File: src/rtl/lifo_stack.sv
// rtl/lifo_stack.sv - LIFO stack with registered pop data, replace-top and sticky overflow/underflow flags
module lifo_stack #(
    parameter int WIDTH = 8,
    parameter int DEPTH = 256
) (
    input  logic                         CLK,
    input  logic                         RST_N,
    input  logic                         init,
    input  logic                         push,
    input  logic                         pop,
    input  logic [WIDTH-1:0]             din,
    output logic [WIDTH-1:0]             dout,
    output logic                         dout_valid,
    output logic [$clog2(DEPTH+1)-1:0]   count,
    output logic                         empty,
    output logic                         full,
    output logic                         overflow,
    output logic                         underflow
);

    localparam int CW = $clog2(DEPTH + 1);
    localparam int AW = $clog2(DEPTH);

    logic [WIDTH-1:0] mem [DEPTH];
    logic [AW-1:0]    top_idx;
    logic [AW-1:0]    wr_idx;
    logic [WIDTH-1:0] top_data;
    logic             do_push;
    logic             do_replace;

    assign empty    = (count == '0);
    assign full     = (count == CW'(DEPTH));
    // top_idx is garbage while empty; every consumer is gated on !empty
    assign top_idx  = AW'(count - CW'(1));
    assign wr_idx   = AW'(count);
    assign top_data = mem[top_idx];

    assign do_push    = !init && push && !pop && !full;
    assign do_replace = !init && push && pop && !empty;

    // Storage is deliberately not reset; the read below happens before the write lands
    always_ff @(posedge CLK) begin
        if (do_push) begin
            mem[wr_idx] <= din;
        end else if (do_replace) begin
            mem[top_idx] <= din;
        end
    end

    always_ff @(posedge CLK or negedge RST_N) begin
        if (!RST_N) begin
            count      <= '0;
            dout       <= '0;
            dout_valid <= 1'b0;
            overflow   <= 1'b0;
            underflow  <= 1'b0;
        end else if (init) begin
            count      <= '0;
            dout       <= '0;
            dout_valid <= 1'b0;
            overflow   <= 1'b0;
            underflow  <= 1'b0;
        end else if (push && pop) begin
            dout_valid <= 1'b1;
            if (empty) begin
                dout <= din;
            end else begin
                dout <= top_data;
            end
        end else if (push) begin
            dout_valid <= 1'b0;
            if (full) begin
                overflow <= 1'b1;
            end else begin
                count <= count + CW'(1);
            end
        end else if (pop) begin
            if (empty) begin
                underflow  <= 1'b1;
                dout_valid <= 1'b0;
            end else begin
                dout       <= top_data;
                count      <= count - CW'(1);
                dout_valid <= 1'b1;
            end
        end else begin
            dout_valid <= 1'b0;
        end
    end

endmodule

File: config.mk
export PLATFORM = sky130hd
export DESIGN_NAME = lifo_stack
export DESIGN_NICKNAME = d
export VERILOG_FILES = /design/src/rtl/lifo_stack.sv
export SDC_FILE = /design/constraint.sdc
export NUM_CORES = 2
export LEC_CHECK = 0
export ABC_AREA = 1
export BUFFER_PORTS_ARGS = -buffer_cell sky130_fd_sc_hd__clkbuf_2
export CAP_MARGIN = 20
export CORE_UTILIZATION = 55
export DETAILED_ROUTE_END_ITERATION = 16
export PLACE_DENSITY = 0.73
export SYNTH_ARGS = -nofsm -noshare
export SYNTH_HDL_FRONTEND = slang
export SYNTH_SLANG_ARGS = --single-unit
File: constraint.sdc
create_clock -name CLK -period 4.15 [get_ports CLK]
set_clock_uncertainty 0.15 [all_clocks]
set_input_delay 1.0375 -clock CLK [delete_from_list [all_inputs] [get_ports CLK]]
set_output_delay 1.0375 -clock CLK [all_outputs]
set_load 0.05 [all_outputs]
=== Word-level counts from Yosys, hierarchy flattened ===
Memories as Yosys holds them, arrays and structs flattened.
Index checks and enable logic that the tools add are counted.

* RAM bits: 2048
* Output and inout port bits: 22
* Bits of input ports: 13
* Logic and storage cells: 71
* Register bits after elaboration: 20
* Memories: 1

{| class="wikitable"
|+ Memory list
! name !! words !! width !! read ports !! clocked after Yosys merged registers in !! write ports !! RTL line !! source
|-
| mem || 256 || 8 || 1 || 0 || 1 || 24 || <nowiki>logic [WIDTH-1:0] mem [DEPTH];</nowiki>
|}

* Mux-type cells: 34
* Equal/unequal tests: 7
* Reduce and logical (&&, ||, !) cells: 22
* $add $sub $neg: 2

{| class="wikitable"
|+ Operator list
! operator !! count
|-
| $mux 8 || 8
|-
| $mux 9 || 6
|-
| $mux 1 || 20
|-
| $add 9x1->9 const B || 1
|-
| $eq 9x9->1 const B || 1
|-
| $logic_not 9->1 || 1
|-
| $sub 9x1->9 const B || 1
|-
| $reduce_and 4->1 || 2
|-
| $reduce_bool 2->1 || 4
|-
| $reduce_or 8->1 || 1
|-
| $logic_and 1x1->1 || 6
|-
| $ne 3x2->1 const B || 2
|-
| $ne 3x3->1 const B || 2
|-
| $reduce_and 3->1 || 2
|-
| $reduce_bool 3->1 || 2
|-
| $logic_not 1->1 || 4
|-
| $ne 2x2->1 const B || 2
|}

=== Longest topological paths before layout ===
* Depth after elaboration: 9
* Mapped depth: 22
* Mapped depth without buffers: 16

=== Worst setup path after synthesis ===
OpenSTA, ideal clock, no wires.

* Path kind: reg-to-reg
* From: register count[0]
* To: memory mem[105][0] (enable)
* Cell stages (with the launch flop): 17
* Data arrival time: 4.978 ns
* Path slack: -1.253 ns
* Setup time: 0.275 ns
* Required time: 3.725 ns
* Clock period less this slack: 5.403 ns
* Cell sequence: dfrtp_1 > buf_4 > inv_1 > clkbuf_1 > buf_2 > clkbuf_1 > ha_1 > nand3_2 > nor3_4 > inv_2 > nor4_1 > or2_1 > o21ai_2 > buf_4 > nand3_1 > buf_2 > nor2_1

* Elaborated cells on any way between the ends: 15
* Classes of those cells: add/sub (1); eq/ne (1); mux (7); reduce/logical (6)

{| class="wikitable"
|+ RTL lines
! what !! RTL line !! source
|-
| from (decl) || 14 || <nowiki>output logic [$clog2(DEPTH+1)-1:0] count,</nowiki>
|-
| from (signal assigned) || 75 || <nowiki>count <= count + CW'(1);</nowiki>
|-
| from (signal assigned) || 83 || <nowiki>count <= count - CW'(1);</nowiki>
|-
| $eq 9x9->1 (*) || 32 || <nowiki>assign full = (count == CW'(DEPTH));</nowiki>
|-
| via full || 16 || <nowiki>output logic full,</nowiki>
|-
| $logic_not 1->1 (*) || 38 || <nowiki>assign do_push = !init && push && !pop && !full;</nowiki>
|-
| $logic_and 1x1->1 (*) || 38 ||
|-
| $mux 1 || 43 || <nowiki>if (do_push) begin</nowiki>
|-
| $mux 1 (not written as such) || 46 || <nowiki>mem[top_idx] <= din;</nowiki>
|-
| $reduce_or 8->1 (no line) || -- ||
|-
| $mux 8 (no line) or $mux 1 (tied branches) || -- ||
|-
| to (decl) || 24 ||
|}

Mark *: on every way through the listed nets, which the timed path passes. The rest lies on a longest branch.

=== Worst setup path in the final report ===
* From: register count[0]
* To: output count[0]

No word-level cell between the ends.

==> flow_summary.yaml <==
synth:
  synthFlopType: "edfxtp_1"
  synth-seq-cells: 2068
  syn_nets: 7305
  synth_compound_gate_area_share: 0.00422
  synth_warnings: 0
  synth_xor_area_frac: 0.00117
  syn_avg_cell_area_um2: 11.6
  syn_area_um2: 84800
  synth_seq_area_share: 0.731
  synth_cell_type_count: 38
  synth_edf_count: 2048
  synthSimpleGateAreaFrac: 0.239
  synth_top_family_by_area: "simple AND/OR/NAND/NOR gates"
  synthArstFlopShare: 0.00967
  synth_fa_ha_area_frac: 0.000443
  synthCells: 7289
  synthMuxAreaShare: 0
clock_tree:
  cts_hold_buf: 0
  cts_root_buf: "clkbuf_16"
  path_clk_slew_ns: 0.07
  cts_max_level: 4
  cts_setup_buffers: 0
  clk_latency_ns: 0.85
  cts.sinks: 2068
  cts-resized-gates: 0
  cts.path.max_buffers: 3
  cts_buffers: 197
  cts_tree: "built"
drt:
  firstDrtPassIters: 8
  drc_errors: 0
  drtIter0Drc: 8005
  routed_wl_mm: 227
  viasPerCell: 6.03
  via_count: 56900
  antenna_left: 0
  post_drt_wl_per_cell_um: 24.1
grt:
  grt_pass1_vias: 54500
  grt_start_max_net_pins: 235
  grt_pass1_wl_mm: 338
  grt_usage: 0.289
  grt_overflow_total: 0
  antenna_found_initial: 1
cells_and_area:
  diodes: 0
  stdcell_count: 9435
  layout.nets: 7255
  multi_input_area_um2: 21300
  regArea_um2: 62000
  fin_util: 0.622
  finalInstanceArea_um2: 94900
  nFillCells: 11500
  layout.cells.most_common_list: "nand2_1, edfxtp_1, nand3_1"
  syn_to_final_growth_pct: 11.9
  drive_gt1_frac: 0.107
  layout_commonest_cell: "nand2_1"
status:
  outcome: "complete, but fails checks"
  violations: "negative setup slack"
placement:
  dp_worst_setup_slack_ns: -0.0880
  io_buffer_count: 34
  hpwl_mm: 132
  placed_cell_area_um2: 88400
  gp_congestion: 0.910
  dp_cells: 9068
timing:
  setup_violations: 1
  hold_viol_final: 0
  post-route-min-period_ns: 4.17
  fmax_ghz: 0.240
  fin_crit_sh: 1.01
  rsz0062_at_grt: "false"
  setup_ws_ns: -0.0234
  slew-limit-headroom: 0.126
  slew_violations: 0
  worst_pin_slew_ns: 1.31
floorplanning:
  die_w_um: 395
  initial_core_util: 0.556
  die-area_um2: 156000
  coreArea_um2: 152000
  die_y_um: 395
  ios: 35
  core.rowCount: 143
pwr:
  power.internal_mw: 39.0
  comb_power_share: 0.353
  clkPwrFrac: 0.281
  irDropWorstVdd_mv: 1.07
  power_density_nw_per_um2: 669
  p_seq_frac: 0.366
  power_mw: 63.5
  swShare: 0.385
  p_sw_mw: 24.4
  leakage_nw: 33.3
worst_setup_path:
  crit_type: "reg2out"
  arrival_ns: 2.99
  crit_path_start: "count[0]"
  crit_required_ns: 2.96
  end_kind: "output port"
  worstPathMaxFanout: 232
  cp-start-kind: "flip-flop"
  r2r_start: "count[0]"
run:
  max_cap_violations: 0
worst_hold_path:
  min_path_type: "in2async"
## metal layers
metal	vias to the layer above	share of wire	wire length (um)	global-route usage
li1	25600	-	-	-
met1	27400	0.39	88200	0.404
met2	3385	0.46	105000	0.445
met3	511	0.11	25900	0.0689
met4	2	0.036	8290	0.105
met5	-	0.000070	16	0
## power by group through the flow
stage	sequential [mW]	clock, mW	combinational (mW)
5_1_grt	23.2	18.7	23.9
3_5_place_dp	23.6	0	21.7
2_1_floorplan	23.8	0	13.5
6_report	23.2	17.8	22.4
3_3_place_gp	23.6	0	21.5
4_1_cts	23.2	17.9	21.8
## synth_stat cells, types with 4 or more instances
| cell type | count | area, um2 |
|---|---|---|
| a21oi_1 | 11 | 55.1 |
| buf_1 | 46 | 173 |
| buf_2 | 27 | 135 |
| buf_4 | 7 | 52.6 |
| buf_6 | 5 | 56.3 |
| clkbuf_1 | 398 | 1490 |
| dfrtp_1 | 20 | 500 |
| edfxtp_1 | 2048 | 61500 |
| inv_1 | 21 | 78.8 |
| inv_2 | 9 | 33.8 |
| inv_4 | 5 | 31.3 |
| nand2_1 | 2381 | 8940 |
| nand2_2 | 11 | 68.8 |
| nand2_4 | 9 | 101 |
| nand3_1 | 1888 | 9450 |
| nand3_2 | 7 | 70.1 |
| nor2_1 | 278 | 1040 |
| nor2_2 | 37 | 231 |
| nor2_4 | 6 | 67.6 |
| nor2_8 | 8 | 160 |
| nor3_4 | 4 | 65.1 |
| o21ai_0 | 30 | 150 |
| o21ai_4 | 5 | 81.3 |
| xor2_1 | 5 | 43.8 |
## critical path, stage by stage, from the launching register on
cell,delay [ns]
dfrtp_4,0.45
buf_4,0.29
buf_16,0.45
clkbuf_2,0.44
## cells by family (layout without fill, tap and decap cells)
| kind of cell | Yosys count | count (layout) |
|---|---|---|
| xor+xnor | 7 | 7 |
| compound gates | 55 | 55 |
| simple gates | 4636 | 4636 |
| fa+ha+maj | 3 | 3 |
| flops | 2068 | 2068 |
| buf+inv | 520 | 636 |
## sequential cells by signal (all words and copies together), names as in the netlist
register	cells
count	9
underflow	1
dout	8
mem	2048
dout_valid	1
overflow	1
## cell type report
cell class	count	share of cell area
well taps	2030	0.0268
multi-input cells	4701	0.225
repair buffers	235	0.0259
flip-flops and latches	2068	0.653
clock buffers	258	0.0558
clock inverters	107	0.0115
inverters	36	0.00179
## path summary, 6_finish.rpt
path | to | slack, ns | cells past startpoint
setup / recovery | count[0] | -0.02 | 3
hold / removal | dout_valid | 0.07 | 1
setup reg to reg | mem[131][5] | 0.17 | 15
hold reg to reg | dout[4] | 0.34 | 2
max in group asynchronous | count[0] | 3.25 | 1
min in group CLK | dout[4] | 0.34 | 2
## stage by stage
| stage | hold slack [ns] | setup TNS, ns |
|---|---|---|
| finish | 0.0699 | -0.0234 |
| global route | 0.0646 | 0 |
| CTS | 0.0251 | 0 |
| detailed placement | 0.324 | -4.27 |
| global placement | 0.320 | -0.122 |
| floorplan | 0.592 | -0.987 |
(Power assumes the default switching activity.)
